==> src/rtl/maxnet_param.sv <==
// Parametrised MaxNet winner-take-all engine: iterative lateral inhibition over N channels
// until at most one activation survives or the iteration cap is reached.
module maxnet_param #(
    parameter int unsigned N        = 4,
    parameter int unsigned W        = 16,
    parameter int unsigned FRAC     = 8,
    parameter int unsigned MAX_ITER = 64
) (
    input  logic                           clk,
    input  logic                           rst,
    input  logic                           start,
    input  logic [N*W-1:0]                 x_in,
    input  logic [W-1:0]                   eps,
    output logic                           busy,
    output logic                           done,
    output logic [W-1:0]                   result,
    output logic [$clog2(N)-1:0]           winner,
    output logic                           no_winner,
    output logic                           timeout,
    output logic [$clog2(MAX_ITER+1)-1:0]  iterations
);

    localparam int unsigned IdxW  = $clog2(N);
    localparam int unsigned IterW = $clog2(MAX_ITER + 1);
    localparam int unsigned SumW  = W + $clog2(N);
    localparam int unsigned ProdW = W + SumW;
    localparam int unsigned CntW  = $clog2(N + 1);

    typedef enum logic [1:0] {StIdle, StEval, StDone} state_e;

    state_e state_q, state_d;

    logic [N-1:0][W-1:0] a_q, a_d;
    logic [W-1:0]        eps_q, eps_d;
    logic [IterW-1:0]    cnt_q, cnt_d;
    logic [W-1:0]        result_q, result_d;
    logic [IdxW-1:0]     winner_q, winner_d;
    logic                no_winner_q, no_winner_d;
    logic                timeout_q, timeout_d;
    logic [IterW-1:0]    iterations_q, iterations_d;

    logic [SumW-1:0]        sum;
    logic [CntW-1:0]        nz;
    logic [W-1:0]           max_val;
    logic [IdxW-1:0]        max_idx;
    logic [N-1:0][SumW-1:0] others;
    logic [N-1:0][ProdW-1:0] thr;
    logic [N-1:0][W-1:0]    a_upd;
    logic                   cap_hit;
    logic                   finish;

    // Population sum and nonzero count of the current activations.
    always_comb begin
        sum = '0;
        nz  = '0;
        for (int i = 0; i < N; i++) begin
            sum = sum + SumW'(a_q[i]);
            nz  = nz + CntW'(a_q[i] != '0);
        end
    end

    // Strict '>' keeps the lowest index on ties.
    always_comb begin
        max_val = a_q[0];
        max_idx = '0;
        for (int i = 1; i < N; i++) begin
            if (a_q[i] > max_val) begin
                max_val = a_q[i];
                max_idx = IdxW'(i);
            end
        end
    end

    // Inhibition term kept at full width so the clamp to zero compares exactly.
    always_comb begin
        for (int i = 0; i < N; i++) begin
            others[i] = sum - SumW'(a_q[i]);
            thr[i]    = (ProdW'(eps_q) * ProdW'(others[i])) >> FRAC;
            if (ProdW'(a_q[i]) >= thr[i]) begin
                a_upd[i] = a_q[i] - thr[i][W-1:0];
            end else begin
                a_upd[i] = '0;
            end
        end
    end

    assign cap_hit = (cnt_q == IterW'(MAX_ITER));
    assign finish  = (nz <= CntW'(1)) || cap_hit;

    // State and datapath registers.
    always_ff @(posedge clk) begin
        if (rst) begin
            state_q      <= StIdle;
            a_q          <= '0;
            eps_q        <= '0;
            cnt_q        <= '0;
            result_q     <= '0;
            winner_q     <= '0;
            no_winner_q  <= 1'b0;
            timeout_q    <= 1'b0;
            iterations_q <= '0;
        end else begin
            state_q      <= state_d;
            a_q          <= a_d;
            eps_q        <= eps_d;
            cnt_q        <= cnt_d;
            result_q     <= result_d;
            winner_q     <= winner_d;
            no_winner_q  <= no_winner_d;
            timeout_q    <= timeout_d;
            iterations_q <= iterations_d;
        end
    end

    // Next-state and datapath next values.
    always_comb begin
        state_d      = state_q;
        a_d          = a_q;
        eps_d        = eps_q;
        cnt_d        = cnt_q;
        result_d     = result_q;
        winner_d     = winner_q;
        no_winner_d  = no_winner_q;
        timeout_d    = timeout_q;
        iterations_d = iterations_q;
        unique case (state_q)
            StIdle: begin
                if (start) begin
                    a_d     = x_in;
                    eps_d   = eps;
                    cnt_d   = '0;
                    state_d = StEval;
                end
            end
            StEval: begin
                if (finish) begin
                    result_d     = max_val;
                    winner_d     = max_idx;
                    no_winner_d  = (nz == '0);
                    timeout_d    = (nz > CntW'(1));
                    iterations_d = cnt_q;
                    state_d      = StDone;
                end else begin
                    a_d   = a_upd;
                    cnt_d = cnt_q + IterW'(1);
                end
            end
            StDone: begin
                state_d = StIdle;
            end
            default: begin
                state_d = StIdle;
            end
        endcase
    end

    // Outputs.
    always_comb begin
        busy = 1'b0;
        done = 1'b0;
        unique case (state_q)
            StIdle: begin
                busy = 1'b0;
            end
            StEval: begin
                busy = 1'b1;
            end
            StDone: begin
                busy = 1'b1;
                done = 1'b1;
            end
            default: begin
                busy = 1'b0;
            end
        endcase
    end

    assign result     = result_q;
    assign winner     = winner_q;
    assign no_winner  = no_winner_q;
    assign timeout    = timeout_q;
    assign iterations = iterations_q;

endmodule

==> config.mk <==
export PLATFORM = sky130hd
export DESIGN_NAME = maxnet_param
export DESIGN_NICKNAME = d
export VERILOG_FILES = /design/src/rtl/maxnet_param.sv
export SDC_FILE = /design/constraint.sdc
export NUM_CORES = 2
export LEC_CHECK = 0
export CAP_MARGIN = 20
export CORE_AREA = 2 2 286 401
export CTS_CLUSTER_DIAMETER = 80
export DETAILED_ROUTE_END_ITERATION = 8
export DIE_AREA = 0 0 288 403
export GPL_ROUTABILITY_DRIVEN = 0
export PLACE_DENSITY_LB_ADDON = 0.15
export RECOVER_POWER = 25
export SYNTH_ARGS = -nofsm -noshare
export SYNTH_HDL_FRONTEND = slang
export SYNTH_SLANG_ARGS = --single-unit
==> constraint.sdc <==
create_clock -name clk -period 16.6 [get_ports clk]
set_clock_uncertainty 0.1 [all_clocks]
set_input_delay 3.32 -clock clk [delete_from_list [all_inputs] [get_ports clk]]
set_output_delay 3.32 -clock clk [all_outputs]
set_load 0.01 [all_outputs]
==> impl_metrics.py <==
metrics = {
    "die": {
        "start_util": 0.446,
        "fp.dieH_um": 403,
        "die_area_um2": 116000,
        "core-area_um2": 113000,
        "fp.dieW_um": 288,
        "rows": 146,
        "top_level_ports": 112,
    },
    "setup_path": {
        "worst_ep_arrival_time_ns": 14.47,
        "crit_path_start_kind": "register",
        "timing.critical_path.max_delay_family": "adder cells",
        "critical-path-max-stage-delay_ns": 0.84,
        "cp_max_fo": 10,
        "critical_path_buf_inv_count": 6,
        "crit_path_most_repeated_cell": "sky130_fd_sc_hd__fa_1",
        "cell_at_the_slowest_stage_of_the_critical_path": "sky130_fd_sc_hd__xor2_1",
        "worst-endpoint-required_ns": 16.84,
        "timing.critical_path.to_type": "register",
        "timing_worst_setup_path_type": "register to register",
    },
    "synthesis": {
        "netlist_top_cells_count": "sky130_fd_sc_hd__inv_1 (1197), sky130_fd_sc_hd__fa_1 (925), sky130_fd_sc_hd__nand2_1 (845)",
        "synthesis.area_um2": 50200,
        "synth_edf_count": 0,
        "synth.area.top_cells": "sky130_fd_sc_hd__fa_1 (37%), sky130_fd_sc_hd__ha_1 (15%), sky130_fd_sc_hd__inv_1 (9.0%), sky130_fd_sc_hd__nand2_1 (6.3%), sky130_fd_sc_hd__and2_1 (5.5%)",
        "synthesized_net_count": 7558,
        "synth.distinct_cells": 85,
        "synthDominantCellAreaShare": 0.369,
        "ys_seq_area_frac": 0.0463,
        "yosysTopAreaCell": "sky130_fd_sc_hd__fa_1",
        "synthFlopType": "sky130_fd_sc_hd__dfxtp_1",
        "synthCells": 5936,
        "synth_most_common_cell": "sky130_fd_sc_hd__inv_1",
        "synth-warning-count": 0,
        "synth-seq-cells": 116,
        "syn_avg_cell_area_um2": 8.46,
        "async_flop_share": 0,
    },
    "clock_network": {
        "clock-root-buffer": "sky130_fd_sc_hd__clkbuf_16",
        "clkSinkCount": 116,
        "tritoncts": "done",
        "ctsResizeCount": 0,
        "clock_latency_ns": 0.46,
        "cts_max_path_buffers": 2,
        "clk_pin_slew_ns": 0.06,
        "ctsHtreeMaxLevel": 4,
        "number_of_buffers_inserted_to_repair_setup_after_cts": 0,
        "cts_hold_repair.buffers": 0,
        "cts-buffers-inserted": 17,
    },
    "run_status": {
        "failed_checks": "capacitance limit, slew limit",
        "outcome": "finished with violations",
    },
    "flow_run": {
        "max_cap_violations": 2,
    },
    "grt": {
        "grt_start_max_net_pins": 85,
        "vias_in_the_first_global_route": 43400,
        "global_route.overflow_total": 0,
        "global_route_wire_length_before_repair_um": 247000,
        "antenna_violations_before_repair": 5,
        "met1_usage": 0.351,
        "grt.busiest_layer": "met2",
        "grt.met2_usage": 0.491,
        "gr-usage-met3": 0.0272,
        "grt.total_usage": 0.276,
    },
    "routing": {
        "detailedRoute.firstPassIterationCount": 6,
        "routed_wire_length_per_instance_um": 21.0,
        "dr_total_vias": 40900,
        "initialDrtViolationCount": 2370,
        "drc_errors": 0,
        "drt.antenna.violating_nets": 0,
        "routed_via_density": 5.50,
        "totalWireLength_um": 156000,
    },
    "sta": {
        "grt_setup_unrepaired": "no",
        "final_hold_viol_count": 0,
        "setup_total_negative_slack_ns": 0,
        "finalCritPeriodShare": 0.857,
        "slew_violations": 113,
        "hold_ws_ns": 0.357,
        "period_minus_slack_ns": 14.23,
        "worst_slew_margin_rel": -1.39,
        "setup_violations_final": 0,
        "maxClockFrequency_ghz": 0.0703,
        "worstMarginPinSlew_ns": 3.58,
    },
    "placement": {
        "place.detailed.instances": 7387,
        "post-dp-hpwl_um": 122000,
        "portBuffers": 111,
    },
    "cells_and_area": {
        "layout.area.seq_um2": 2340,
        "syn_to_final_growth_pct": 7.13,
        "post_layout_nonfiller_instances": 7423,
        "layout-drive-gt1-share": 0.0402,
        "count_of_nets_after_finishing": 7549,
        "fill_cell_count": 11300,
        "area_of_the_multi_input_gates_um2": 42500,
    },
    "worst_hold_path": {
        "min_path_type": "register to register",
    },
}
worst min-delay path, stage by stage, from the launching register on:
cell                      delay [ns]
sky130_fd_sc_hd__dfxtp_1        0.31
sky130_fd_sc_hd__nand2_1        0.05
sky130_fd_sc_hd__a21oi_1        0.05
layer usage:
| layer | up-vias | part of all wire |
|---|---|---|
| met3 | 260 | 0.053 |
| li1 | 18600 | - |
| met5 | - | 0 |
| met2 | 1205 | 0.50 |
| met1 | 20800 | 0.41 |
| met4 | 0 | 0.036 |
cell families (layout without fill, tap and decap cells):
| logic type | Yosys count | in the layout | share of synthesized area |
|---|---|---|---|
| multiplexers | 27 | 27 | 0.00548 |
| adder cells (fa/ha/maj) | 1539 | 1539 | 0.522 |
| AO/OA/AOI/OAI | 788 | 788 | 0.106 |
| flip-flops | 116 | 116 | 0.0463 |
| other | 0 | 3 | 0 |
| XOR/XNOR | 203 | 203 | 0.0354 |
| AND/OR/NAND/NOR | 1808 | 1808 | 0.175 |
| buffers and inverters | 1455 | 1459 | 0.109 |
sequential cells by signal, summed over array words and instances, names as in the netlist:
signal / count
a_q: 64
cnt_q: 7
eps_q: 16
iterations: 7
no_winner: 1
result: 16
state_q: 2
timeout: 1
winner: 2
final timing paths:
path         cells after the start             to           from  slack [ns]
max                             46        a_q[45]        a_q[17]        2.37
min                              2  iterations[4]  iterations[4]        0.36
max reg2reg                     46        a_q[45]        a_q[17]        2.37
min reg2reg                      2  iterations[4]  iterations[4]        0.36
layout by cell type, fill, tap and decap left out, drive strengths merged, types with 40 or more instances in the layout:
master | Yosys | layout
clkdlybuf4s50 | 0 | 102
o21ai | 103 | 103
xnor2 | 120 | 120
nand2 | 845 | 845
nand4 | 42 | 42
a21oi | 234 | 234
nand2b | 40 | 40
a21o | 115 | 115
nand3 | 73 | 73
inv | 1197 | 1204
buf | 11 | 117
nor2 | 136 | 136
and3 | 42 | 42
nor3 | 41 | 41
dfxtp | 116 | 116
and2 | 443 | 443
ha | 614 | 614
xor2 | 83 | 83
nor2b | 65 | 65
fa | 925 | 925
metrics by stage:
step	area, um^2	setup WS (ns)	utilization
global route	53800	1.61	0.478
global placement	53200	2.93	0.472
floorplan	50200	4.62	-
finish	53800	2.37	0.478
detailed placement	53200	2.69	0.472
CTS	53800	2.63	0.478
layout make-up:
class | count | share of cell area
Clock buffer | 17 | 0.00791
Multi-Input combinational cell | 4365 | 0.790
Sequential cell | 116 | 0.0436
Antenna cell | 3 | 0.000140
Inverter | 1198 | 0.0836
Timing Repair Buffer | 229 | 0.0371
Clock inverter | 15 | 0.00316
Tap cell | 1480 | 0.0344
Power is not shown: default switching activity piles up to over one toggle a cycle in this logic, so the estimate is an artifact.
